<file path="config.mk">
export PLATFORM = sky130hd
export DESIGN_NAME = branch_resolve_ctrl
export DESIGN_NICKNAME = d
export VERILOG_FILES = /design/src/rtl/branch_resolve_ctrl.sv
export SDC_FILE = /design/constraint.sdc
export NUM_CORES = 1
export LEC_CHECK = 0
export ABC_CLOCK_PERIOD_IN_PS = 2500
export CORE_UTILIZATION = 50
export CTS_BUF_LIST = sky130_fd_sc_hd__clkbuf_2 sky130_fd_sc_hd__clkbuf_4 sky130_fd_sc_hd__clkbuf_8
export DETAILED_ROUTE_END_ITERATION = 10
export PLACE_DENSITY = 0.76
export RECOVER_POWER = 100
export SETUP_SLACK_MARGIN = 0.3
export SLEW_MARGIN = 20
export SYNTH_ARGS = -nofsm -noshare
export SYNTH_HDL_FRONTEND = slang
export SYNTH_SLANG_ARGS = --single-unit
</file>
<file path="constraint.sdc">
create_clock -name clk -period 2.5 [get_ports clk]
set_input_delay 0.375 -clock clk [delete_from_list [all_inputs] [get_ports clk]]
set_output_delay 0.375 -clock clk [all_outputs]
set_load 0.1 [all_outputs]
</file>
<file path="src/rtl/branch_resolve_ctrl.sv">
// Branch resolve controller: owns the Z/N/C/V register, holds ID while a flag write is
// in flight, and hands fetch a registered taken/annul decision.
module branch_resolve_ctrl #(
  parameter int TIMEOUT = 8
) (
  input  logic       clk,
  input  logic       rst_n,
  input  logic       id_branch_valid,
  input  logic [3:0] id_cond,
  input  logic       id_annul,
  input  logic       ex_sets_cc,
  input  logic       cc_wr_en,
  input  logic [3:0] cc_wr_flags,
  input  logic       flush,
  output logic       stall_id,
  output logic       resolve_valid,
  output logic       branch_taken,
  output logic       annul_slot,
  output logic       cc_timeout,
  output logic [3:0] flags_q
);

  localparam int CW = $clog2(TIMEOUT + 1);
  localparam logic [CW-1:0] CNT_MAX = CW'(TIMEOUT);

  typedef enum logic {IDLE, WAIT_CC} state_t;

  state_t        state;
  logic          cc_pending;
  logic [CW-1:0] wait_cnt;
  logic [3:0]    held_cond;
  logic          held_annul;

  logic       hazard;
  logic [3:0] eval_flags;
  logic       at_limit;
  logic       idle_taken;
  logic       wait_taken;
  logic       force_taken;

  // Codes 9..15 are the complements of 1..7; 8 is the complement of "never".
  function automatic logic cond_true(input logic [3:0] cond, input logic [3:0] f);
    logic z, n, c, v, base;
    z = f[3];
    n = f[2];
    c = f[1];
    v = f[0];
    case (cond[2:0])
      3'd0:    base = 1'b0;
      3'd1:    base = z;
      3'd2:    base = z | (n ^ v);
      3'd3:    base = n ^ v;
      3'd4:    base = c | z;
      3'd5:    base = c;
      3'd6:    base = n;
      default: base = v;
    endcase
    return base ^ cond[3];
  endfunction

  // Branch-always with annul squashes its slot even though it is taken.
  function automatic logic annul_of(input logic [3:0] cond, input logic annul,
                                    input logic taken);
    return annul & ((cond == 4'b1000) | ~taken);
  endfunction

  assign hazard      = ex_sets_cc | (cc_pending & ~cc_wr_en);
  assign eval_flags  = cc_wr_en ? cc_wr_flags : flags_q;
  assign at_limit    = (wait_cnt == CNT_MAX);
  assign idle_taken  = cond_true(id_cond, eval_flags);
  assign wait_taken  = cond_true(held_cond, eval_flags);
  assign force_taken = cond_true(held_cond, flags_q);

  // Gated by rst_n so an asserted reset releases ID without waiting for a clock.
  always_comb begin
    stall_id = 1'b0;
    if (rst_n && !flush) begin
      if (state == IDLE) stall_id = id_branch_valid & hazard;
      else               stall_id = hazard & ~at_limit;
    end
  end

  always_ff @(posedge clk or negedge rst_n) begin
    if (!rst_n) begin
      state         <= IDLE;
      flags_q       <= 4'b0000;
      cc_pending    <= 1'b0;
      wait_cnt      <= '0;
      held_cond     <= 4'b0000;
      held_annul    <= 1'b0;
      resolve_valid <= 1'b0;
      branch_taken  <= 1'b0;
      annul_slot    <= 1'b0;
      cc_timeout    <= 1'b0;
    end else begin
      resolve_valid <= 1'b0;
      branch_taken  <= 1'b0;
      annul_slot    <= 1'b0;
      cc_timeout    <= 1'b0;

      if (cc_wr_en) flags_q <= cc_wr_flags;
      if (ex_sets_cc)    cc_pending <= 1'b1;
      else if (cc_wr_en) cc_pending <= 1'b0;

      if (flush) begin
        state <= IDLE;
      end else begin
        case (state)
          IDLE: begin
            if (id_branch_valid) begin
              if (!hazard) begin
                resolve_valid <= 1'b1;
                branch_taken  <= idle_taken;
                annul_slot    <= annul_of(id_cond, id_annul, idle_taken);
              end else begin
                held_cond  <= id_cond;
                held_annul <= id_annul;
                wait_cnt   <= CW'(1);
                state      <= WAIT_CC;
              end
            end
          end
          WAIT_CC: begin
            if (!hazard) begin
              resolve_valid <= 1'b1;
              branch_taken  <= wait_taken;
              annul_slot    <= annul_of(held_cond, held_annul, wait_taken);
              state         <= IDLE;
            end else if (at_limit) begin
              // Give up on the in-flight write and decide on the architectural flags.
              resolve_valid <= 1'b1;
              branch_taken  <= force_taken;
              annul_slot    <= annul_of(held_cond, held_annul, force_taken);
              cc_timeout    <= 1'b1;
              cc_pending    <= 1'b0;
              state         <= IDLE;
            end else begin
              wait_cnt <= wait_cnt + 1'b1;
            end
          end
          default: state <= IDLE;
        endcase
      end
    end
  end

endmodule

</file>
Word level (Yosys, flattened, before mapping)
Cells that the tools add are included.
{"block": "word_totals", "register_bits": 19, "out_inout_bits": 9}
{"block": "op_classes", "addsub": 1, "n_eq_ne": 19, "mux": 44, "n_bitwise": 26, "n_reduce_logical": 6}
{"operator": "1-bit two-way mux", "n": 31}
{"operator": "1-bit case mux with 7 select lines", "n": 3}
{"operator": "4-bit two-way mux", "n": 5}
{"operator": "3-bit == test (second input constant)", "n": 6}
{"operator": "3-bit by 2-bit == test with 1-bit output (second input constant)", "n": 4}
{"operator": "4-bit == test (second input constant)", "n": 3}
{"operator": "1-bit OR", "n": 8}
{"operator": "1-bit case mux with 2 select lines", "n": 4}
{"operator": "4-bit case mux with 2 select lines", "n": 1}
{"operator": "1-bit inverter", "n": 7}
{"operator": "1-bit bitwise AND", "n": 6}
{"operator": "3-bit by 1-bit == test with 1-bit output (second input constant)", "n": 2}
{"operator": "3-bit logical NOT", "n": 2}
{"operator": "2-bit != test (second input constant)", "n": 3}
{"operator": "5-bit AND reduction", "n": 1}
{"operator": "1-bit XOR", "n": 5}
{"operator": "4-bit by 1-bit adder with 4-bit output (second input constant)", "n": 1}
{"operator": "4-bit AND reduction", "n": 1}
{"operator": "2-bit by 1-bit != test with 1-bit output (second input constant)", "n": 1}
{"operator": "1-bit logical AND", "n": 1}
{"operator": "1-bit logical NOT", "n": 1}

Longest topological paths before layout
Gate-level depths: netlist of the first run.
{"block": "depth", "depth_word": 12, "mapped_depth": 8, "ltp_nobuf": 8}

Worst setup path before layout of the first run
OpenSTA, ideal clock, no wires.
{"block": "synth_timing", "path_kind": "reg-to-output", "from": "reg wait_cnt[0]", "to": "out stall_id", "arrival_ns": 2.003, "required_ns": 2.125, "path_slack_ns": 0.122, "path_stages_with_launch": 7, "path_cell_list": "dfrtp_1 > inv_1 > ha_1 > nand2_1 > nor2_1 > a2111oi_4 > and2_1"}
{"block": "synth_via", "elab_chain_len": 5}
{"element": "start: declaration", "line_no": "30", "source": "logic [CW-1:0] wait_cnt;"}
{"element": "start signal: assignment", "line_no": "138", "source": "wait_cnt <= wait_cnt + 1'b1;"}
{"element": "4-bit == test", "line_no": "69", "source": "assign at_limit = (wait_cnt == CNT_MAX);"}
{"element": "1-bit inverter", "line_no": "79", "source": "else stall_id = hazard & ~at_limit;"}
{"element": "1-bit bitwise AND", "line_no": "79"}
{"element": "1-bit two-way mux", "line_no": "78", "source": "if (state == IDLE) stall_id = id_branch_valid & hazard;"}
{"element": "1-bit two-way mux", "line_no": "77", "source": "if (rst_n && !flush) begin"}
{"element": "end: declaration", "line_no": "15", "source": "output logic stall_id,"}
Every way passes these cells.

Worst setup path after layout of the first run
{"block": "layout_timing", "from": "in cc_wr_en", "to": "out stall_id"}
{"block": "layout_via", "elab_chain_len": 6}
{"element": "start: declaration", "line_no": "12", "source": "input logic cc_wr_en,"}
{"element": "1-bit inverter (*)", "line_no": "67", "source": "assign hazard = ex_sets_cc | (cc_pending & ~cc_wr_en);"}
{"element": "1-bit bitwise AND (*)", "line_no": "67"}
{"element": "1-bit OR (*)", "line_no": "67"}
{"element": "1-bit bitwise AND, on equally long branches", "line_no": "78, 79"}
{"element": "1-bit two-way mux (*)", "line_no": "78"}
{"element": "1-bit two-way mux (*)", "line_no": "77"}
Mark *: on every way between the ends. The rest lies on a longest branch, timed or not.

==> results.py, run 1 <==
metrics = {
    "run_status": {
        "outcome": "finished clean",
    },
    "floorplanning": {
        "start_util": 0.542,
        "dieArea_sq_mm": 0.00295,
        "die_y_um": 54.3,
        "row_count": 18,
        "die_w_um": 54.3,
        "io_pins": 24,
        "core_area_sq_mm": 0.00252,
    },
    "timing": {
        "finalSetupViolCount": 0,
        "fin_skew_ns": 0.00150,
        "fin_crit_ns": 2.27,
        "grt_setup_unrepaired": "yes",
        "finalHoldViolCount": 0,
        "worst_slew_margin_rel": 0.228,
        "setup_tns_ns": 0,
        "timing.final.crit_share": 0.910,
        "drv_slew": 0,
        "hold_slack_ns": 0.552,
        "fmax_ghz": 0.440,
        "tightest_slew_ns": 1.16,
    },
    "worst_setup_path": {
        "cp_slowest_cell": "dlygate4sd3_1",
        "r2r-end": "branch_taken$_DFF_PN0_",
        "cpLargestDelayFamily": "buffers and inverters",
        "reg2reg_from": "held_cond[2]$_DFFE_PN0P_",
        "reg2regPathDepth": 5,
        "cp_data_arrival_time_ns": 1.90,
        "crit_type": "in -> out",
        "reg2reg_slack_ns": 0.46,
        "end_kind": "primary output",
        "crit_path_start_kind": "input pin",
        "cp.required_ns": 2.12,
        "critPathBufInv": 4,
        "path_cells": "dlygate4sd3_1 -> buf_4 -> inv_6 -> a21oi_4 -> a2111oi_4 -> and2_4 -> buf_12",
        "max_stage_delay_ns": 0.54,
        "path_max_fanout": 8,
    },
    "power_and_ir_drop": {
        "power_density_mw_per_mm2": 622,
        "leakagePower_nw": 0.707,
        "ir_drop_mv": 0.482,
    },
    "synthesis": {
        "yosys.area.top_type_share": 0.348,
        "syn_avg_cell_area_sq_um": 9.84,
        "yosysTopAreaCell": "dfrtp_1",
        "synth_edf_count": 0,
        "synth_mux_area_frac": 0.0887,
        "synth_cell_type_count": 57,
        "syn_inst": 139,
        "synth_xor_xnor_area_share": 0.0512,
        "yosys_warnings": 0,
        "synthTopCellsByCount": "dfrtp_1 (19), a21oi_1 (12), nor2_1 (12)",
        "synthAdderAreaFrac": 0.0183,
        "synthesis.nets": 156,
        "post-synth-top-count-cell": "dfrtp_1",
        "ys_ff_latch": 19,
        "synth-main-ff-cell": "dfrtp_1",
        "synthTopCellsByArea": "dfrtp_1 (35%), mux2_1 (4.9%), a21oi_1 (4.4%), nor2_1 (3.3%), xnor2_1 (2.6%)",
        "synth_compound_area_frac": 0.249,
        "ys_seq_area_frac": 0.348,
        "yosys.area_share.simple": 0.199,
        "synth_top_family_by_area": "compound AO/OA/AOI/OAI gates",
        "synth.cell_area_sq_mm": 0.00137,
        "async_flop_share": 1.00,
    },
    "routing": {
        "detailroute.via_count": 1237,
        "via_per_inst": 6.12,
        "ant_nets": 0,
        "wire_per_inst_um": 17.2,
        "dr.pass1.iters": 4,
        "drc": 0,
        "wl_um": 3470,
        "dr.first_iter.drc_count": 21,
    },
    "grt": {
        "grt.overflow.total": 0,
        "grt_max_degree": 20,
        "grt_pass1_vias": 1171,
        "grt.total_usage": 0.262,
        "grt_antenna_before_repair": 0,
        "grt_pass1_wl_um": 5310,
    },
    "hold_path": {
        "hold-path-cell-count": 1,
        "hold_path_class": "reg -> reg",
        "min_from": "held_annul$_DFFE_PN0P_",
        "hold_end": "held_annul$_DFFE_PN0P_",
    },
    "layout": {
        "fill_cells": 223,
        "reg_top3": "flags_q x4, held_cond x4, wait_cnt x4",
        "final_util": 0.668,
        "n_antenna_cell": 0,
        "layout-drive-gt1-share": 0.203,
        "nets": 190,
        "area_growth_pct": 23.1,
    },
    "cts": {
        "cts_tree": "done",
        "cts_sinks": 19,
        "cts_max_level": 1,
        "numCtsBuffers": 3,
        "clkSlewWorstSetupHoldPaths_ns": 0.11,
        "ctsHoldBuffers": 0,
        "root_buffer": "clkbuf_4",
        "clock_latency_ns": 0.31,
        "clk_path_buf_depth": 2,
    },
    "place": {
        "dp_hpwl_um": 2470,
        "place.gp.congestion": 0.908,
        "io_buffer_count": 23,
    },
    "job": {
        "maxCapViolations": 0,
    },
}
-- worst max path at each step --
stage,depth (start not counted),slack [ns],end,startpoint
after CTS,7,0.33,stall_id,cc_wr_en
after global placement,9,0.22,branch_taken$_DFF_PN0_,cc_wr_en
final,7,0.23,stall_id,cc_wr_en
after detailed placement,9,0.13,branch_taken$_DFF_PN0_,cc_wr_en
after floorplan,6,0.36,annul_slot$_DFF_PN0_,flags_q[1]$_DFF_PN0_
after global routing,9,0.15,branch_taken$_DFF_PN0_,cc_wr_en
-- worst register-to-register path, delay by kind of cell, from the launching register on --
kind | cells | cell delay (ns)
AND/OR/NAND/NOR | 3 | 0.79
AO/OA/AOI/OAI | 2 | 0.53
flip-flops | 1 | 0.64
-- cells in the final DEF, fill, tap and decap left out, drive strengths merged, types with 6 or more instances in the layout --
cell type	count
dfrtp	19
clkdlybuf4s50	12
mux2	7
inv	7
nor2	12
clkbuf	16
nand2	8
buf	8
a21oi	13
o21ai	6
-- metal layers --
| layer | wire length, um | global-route usage | vias to the layer above |
|---|---|---|---|
| met3 | 166 | 0.0333 | 13 |
| li1 | - | - | 576 |
| met1 | 1510 | 0.333 | 604 |
| met4 | 91 | 0.120 | 0 |
| met5 | 0 | 0 | - |
| met2 | 1700 | 0.439 | 44 |
-- area by class of cell --
cell class,instances,area (sq um),share of cell area
multi-input cells,108,846,0.502
clock buffers,4,30.0,0.0178
well taps,30,37.5,0.0223
inverters,7,31.3,0.0186
flip-flops and latches,19,478,0.284
repair buffers,34,262,0.155
-- power by group --
| group | internal, W | switching, W | total (W) |
|---|---|---|---|
| clock network | 0.0000734 | 0.000107 | 0.000181 |
| logic | 0.000180 | 0.000260 | 0.000440 |
| registers | 0.000351 | 0.0000749 | 0.000426 |
| total | 0.000604 | 0.000443 | 0.00105 |
-- timing repair --
action / CTS / global route
resized for setup: 1 / 7
setup endpoints to repair: 1 / 1
pin swaps: 2 / 3
cloned: 0 / 0
buffers inserted: 3 / 3
-- metrics by stage --
step	std cells	cell area [sq um]	setup WS, ns	total power [W]
after global placement	192	1640	0.224	0.000829
after detailed placement	192	1640	0.130	0.000844
after CTS	199	1690	0.329	0.00104
after global routing	202	1680	0.146	0.00111
after floorplan	139	1370	0.357	0.000731
final	202	1680	0.226	0.00105
-- kinds of logic (layout without fill, tap and decap cells) --
family	after synthesis	after routing
AND/OR/NAND/NOR	47	47
flip-flops	19	19
XOR/XNOR	8	8
adder cells (fa/ha/maj)	2	2
buffers and inverters	12	45
AO/OA/AOI/OAI	41	41
multiplexers	10	10
(Power assumes the default switching activity.)
==> run 2, diff against run 1 <==
- RECOVER_POWER: 100 -> 25
==> run 2 against run 1 <==
Flip-flop and latch count unchanged. Cell count unchanged. Sequential power about the same. Fmax increased by 5.6%. Wire length increased by 0.26%. Total power increased by 1.5%. Clock-buffer cell count unchanged.
==> results.py, run 2 (same netlist as run 1, synthesis figures left out) <==
metrics = {
    "routing": {
        "via_per_inst": 6.02,
        "dr.pass1.iters": 4,
        "wire_per_inst_um": 17.2,
        "dr.first_iter.drc_count": 27,
        "drc": 0,
        "ant_nets": 0,
        "detailroute.via_count": 1217,
        "wl_um": 3480,
    },
    "cts": {
        "clk_path_buf_depth": 2,
        "cts_max_level": 1,
        "cts_tree": "done",
        "cts_sinks": 19,
        "clock_latency_ns": 0.32,
        "root_buffer": "clkbuf_4",
        "numCtsBuffers": 3,
        "clkSlewWorstSetupHoldPaths_ns": 0.12,
    },
    "worst_setup_path": {
        "r2r-end": "branch_taken$_DFF_PN0_",
        "reg2reg_from": "held_cond[2]$_DFFE_PN0P_",
        "cp_slowest_cell": "dfrtp_1",
        "crit_path_start_kind": "register",
        "path_max_fanout": 2,
        "startpoint": "wait_cnt[0]$_DFFE_PN0P_",
        "crit_type": "reg -> out",
        "cp_data_arrival_time_ns": 1.78,
        "cp.required_ns": 2.12,
        "max_stage_delay_ns": 0.37,
        "path_cells": "inv_1 -> ha_4 -> nand2_4 -> nor2_4 -> a2111oi_4 -> and2_4 -> buf_12",
        "reg2reg_slack_ns": 0.43,
        "end_kind": "primary output",
        "reg2regPathDepth": 5,
    },
    "power_and_ir_drop": {
        "power.total_w": 0.00106,
        "p_int_w": 0.000618,
        "ir_drop_mv": 0.456,
        "leakagePower_nw": 0.745,
        "switching_power_w": 0.000445,
        "p_seq_frac": 0.402,
        "power_density_mw_per_mm2": 613,
        "p_sw_frac": 0.419,
        "p_comb_frac": 0.428,
        "power_frac_clock": 0.171,
    },
    "place": {
        "io_buffer_count": 23,
        "dp_hpwl_um": 2470,
        "place.gp.congestion": 0.908,
    },
    "job": {
        "maxCapViolations": 0,
    },
    "timing": {
        "fin_crit_ns": 2.15,
        "finalSetupViolCount": 0,
        "finalHoldViolCount": 0,
        "drv_slew": 0,
        "timing.final.crit_share": 0.861,
        "fmax_ghz": 0.464,
        "setup_tns_ns": 0,
        "worst_slew_margin_rel": 0.287,
        "tightest_slew_ns": 1.07,
        "grt_setup_unrepaired": "yes",
        "fin_skew_ns": 0.00469,
    },
    "grt": {
        "grt_antenna_before_repair": 0,
        "grt_pass1_wl_um": 5310,
        "grt_pass1_vias": 1171,
        "grt_max_degree": 20,
        "grt.overflow.total": 0,
        "grt.total_usage": 0.262,
    },
    "layout": {
        "fill_cells": 209,
        "multiInputGateArea_sq_um": 860,
        "final_common_cell": "buf_4",
        "reg_top3": "flags_q x4, held_cond x4, wait_cnt x4",
        "regArea_sq_um": 478,
        "area_growth_pct": 26.9,
        "layout-drive-gt1-share": 0.279,
        "final_cell_mix": "buf_4 (18), dfrtp_1 (17), clkdlybuf4s50_1 (13)",
        "n_antenna_cell": 0,
        "nets": 190,
    },
    "hold_path": {
        "hold-path-cell-count": 1,
        "hold_path_class": "reg -> reg",
        "hold_end": "held_annul$_DFFE_PN0P_",
        "min_from": "held_annul$_DFFE_PN0P_",
    },
    "floorplanning": {
        "row_count": 18,
        "die_w_um": 54.3,
        "io_pins": 24,
        "start_util": 0.542,
        "core_area_sq_mm": 0.00252,
        "die_y_um": 54.3,
        "dieArea_sq_mm": 0.00295,
    },
    "run_status": {
        "outcome": "finished clean",
    },
}
-- run 2: changes by cell type in the layout (fill, tap and decap cells not counted), sizes merged --
cell / before / now
clkbuf: 16 / 5
dlygate4sd3: 2 / 1
clkdlybuf4s50: 12 / 13
buf: 8 / 19
-- run 2: metrics by stage --
stage	worst slack [ns]	utilization	hold WS [ns]	cell area (sq um)	cells
after floorplan	0.357	-	0.0794	1370	139
after global placement	0.224	0.648	0.510	1640	192
after detailed placement	0.130	0.648	0.518	1640	192
after CTS	0.329	0.670	0.489	1690	199
after global routing	0.271	0.688	0.580	1740	202
final	0.347	0.688	0.557	1740	202
-- run 2: worst max-delay path: cells and delay by family, from the launching register on --
family                     cells  cell delay, ns
and+or+nand+nor                3            0.32
DFF                            1            0.37
AOI/OAI and AO/OA              1            0.36
buffers and inverters          2            0.24
adders and majority gates      1            0.17
-- run 2: metal layers --
layer	up-vias	wire length, um	global-route usage
met1	594	1540	0.333
li1	582	-	-
met4	0	76	0.120
met3	7	152	0.0333
met5	-	0	0
met2	34	1720	0.439
-- run 2: layout make-up --
cell class | instances | area share
Clock buffer | 4 | 0.0173
Inverter | 7 | 0.0180
Multi-Input combinational cell | 108 | 0.495
Sequential cell | 19 | 0.275
Tap cell | 30 | 0.0216
Timing Repair Buffer | 34 | 0.172
-- run 2: power groups by stage --
| stage | clock (W) | combinational, W | sequential (W) |
|---|---|---|---|
| floorplan | 0 | 0.000271 | 0.000460 |
| global placement | 0 | 0.000405 | 0.000424 |
| detailed placement | 0 | 0.000415 | 0.000429 |
| CTS | 0.000185 | 0.000436 | 0.000419 |
| global route | 0.000195 | 0.000493 | 0.000436 |
| finish | 0.000182 | 0.000455 | 0.000427 |
-- run 2: what timing repair did --
action | 4_1_cts | 5_1_grt
endpoints found under the setup margin | 1 | 1
pin swaps | 2 | 3
hold buffers | 0 | 0
endpoints found under the hold margin | 0 | 0
setup buffers | 3 | 3
gates resized for setup | 1 | 7
-- run 2: worst max path at each step --
stage,end,slack (ns),depth (start not counted)
final,stall_id,0.35,7
after global routing,stall_id,0.27,7
after CTS,stall_id,0.33,7
after detailed placement,branch_taken$_DFF_PN0_,0.13,9
after global placement,branch_taken$_DFF_PN0_,0.22,9
after floorplan,annul_slot$_DFF_PN0_,0.36,6
==> edit (flow settings as in run 2) <==
Set the parameter `TIMEOUT` to 4 (it was 8).
--- a/src/rtl/branch_resolve_ctrl.sv
+++ b/src/rtl/branch_resolve_ctrl.sv
@@ -2,5 +2,5 @@
 // in flight, and hands fetch a registered taken/annul decision.
 module branch_resolve_ctrl #(
-  parameter int TIMEOUT = 8
+  parameter int TIMEOUT = 4
 ) (
   input  logic       clk,
Function: changed (a bounded check fails within 10 cycles, from zero or initial values and one cycle with rst_n low).
==> edit against run 2 <==
Sequential power down 5.6%. Final cell count decreased by 7.9%. Cell area fell by 9.8%. Sequential share of layout area grew 1.3 points. Power down 7.7%. Wire length decreased by 17%. Sequential cell count is 1 lower. Clock skew hardly changed. Global-route usage is 1.7 points lower. Synthesized area shrank 10%. Largest power group is now registers. Synthesized cell count down 8.6%. Fmax is 1.1% lower. Register-to-register slack better by 160 ps. Worst setup slack got worse by 24 ps.
==> edit: results (changes against run 2) <==
<table>
<tr><th>Metric</th><th>Value</th></tr>
<tr><th colspan="2">Placement</th></tr>
<tr><td>GP Congestion</td><td>0.808 (-11%)</td></tr>
<tr><td>Post-DP HPWL</td><td>2130 um (-14%)</td></tr>
<tr><td>Post-place setup slack</td><td>20.6 ps (-109 ps)</td></tr>
<tr><th colspan="2">Routing</th></tr>
<tr><td>Number of vias in the routed layout</td><td>1124 (-7.6%)</td></tr>
<tr><td>Number of DRC violations after detailed-routing iteration 0</td><td>59 (+120%)</td></tr>
<tr><th colspan="2">GRT</th></tr>
<tr><td>Number of global-route vias before repair</td><td>1014 (-13%)</td></tr>
<tr><td>Overall routing resource usage</td><td>24.5% (-1.7 points)</td></tr>
<tr><td>First-pass GRT wire length</td><td>4680 um (-12%)</td></tr>
<tr><th colspan="2">Power and ir drop</th></tr>
<tr><td>Leakage power figure</td><td>0.680 nW (-8.8%)</td></tr>
<tr><th colspan="2">Clocking</th></tr>
<tr><td>Clock latency of the later-clocked register in the worst-skew pair</td><td>300 ps (-20 ps)</td></tr>
<tr><th colspan="2">Worst setup path</th></tr>
<tr><td>Crit-path max FO</td><td>4 (+2)</td></tr>
<tr><td>Arrival time reported for the critical path endpoint</td><td>1800 ps (+20 ps)</td></tr>
<tr><th colspan="2">Yosys</th></tr>
<tr><td>Post-synthesis mux area share</td><td>10.0% (+1.1 points)</td></tr>
<tr><td>Unique cell type count in the Yosys netlist</td><td>49 (-14%)</td></tr>
<tr><td>Xor and xnor area share after synthesis</td><td>2.15% (-3.0 points)</td></tr>
<tr><td>Biggest area contributors in the synthesized netlist</td><td>dfrtp_1 (37%), mux2_2 (3.7%), mux2i_1 (3.3%)</td></tr>
<tr><td>Post-synthesis compound-gate area fraction</td><td>20.6% (-4.3 points)</td></tr>
<tr><td>Sequential-to-total area share from yosys stat</td><td>36.8% (+2.0 points)</td></tr>
<tr><td>Post-synthesis net count</td><td>144 (-7.7%)</td></tr>
<tr><td>Leading post-synthesis cells by instance count</td><td>dfrtp_1 (18), nand2_1 (9), nor2_1 (9)</td></tr>
<tr><th colspan="2">Cells and area</th></tr>
<tr><td>Net count of the finished layout</td><td>176 (-7.4%)</td></tr>
<tr><td>Layout cell share with drive strength beyond 1</td><td>26.6% (-1.3 points)</td></tr>
<tr><td>Biggest registers after layout</td><td>flags_q x4, held_cond x4, wait_cnt x3</td></tr>
<tr><th colspan="2">STA</th></tr>
<tr><td>Final worst clock skew</td><td>4.44 ps (-0.245 ps)</td></tr>
<tr><th colspan="2">Status</th></tr>
<tr><td>Outcome</td><td>finished, final reports clean</td></tr>
</table>
==> edit: what timing repair did <==
action / in CTS / in global routing
resized for setup: 4 / 3
gates cloned: 0 / 0
buffers inserted: 3 / 3
endpoints found under the hold margin: 0 / 0
endpoints found under the setup margin: 3 / 1
pin swaps: 2 / 3
==> edit: worst paths after layout <==
kind	depth (start not counted)	slack, ps	start	endpoint
worst max-delay path	6	320	wait_cnt[0]	stall_id
worst min-delay path	1	560	held_annul	held_annul
worst max register to register	5	590	held_cond[1]	annul_slot
worst min register to register	1	560	held_annul	held_annul
max in group asynchronous	2	1030	rst_n	flags_q[2]
min in group asynchronous	2	810	rst_n	resolve_valid
==> edit: stage by stage <==
step                utilization, %  instance area [sq um]  instances
floorplan                        -                   1230        127
detailed placement            65.3                   1470        176
global route                  69.4                   1570        186
global placement              65.3                   1470        176
CTS                           68.0                   1530        183
finish                        69.4                   1570        186
==> edit: layout make-up <==
| cell class | count | area, sq um |
|---|---|---|
| multi-input cells | 93 | 711 |
| fillers | 181 | 689 |
| flip-flops and latches | 18 | 452 |
| repair buffers | 34 | 298 |
| clock buffers | 4 | 36.3 |
| well taps | 28 | 35.0 |
| inverters | 9 | 33.8 |
==> edit: power by group <==
group          switching (mW)  internal, mW
combinational           0.223         0.172
clock                  0.0937        0.0888
sequential             0.0699         0.333
==> edit: layer usage <==
layer | vias up | part of all wire, % | global-route usage, % | routed length, um
met5 | - | 0 | 0 | 0
met4 | 0 | 1.2 | 8.11 | 36
met3 | 5 | 6.5 | 4.39 | 190
met2 | 45 | 48 | 40.9 | 1400
met1 | 551 | 44 | 32.1 | 1280
li1 | 523 | - | - | -
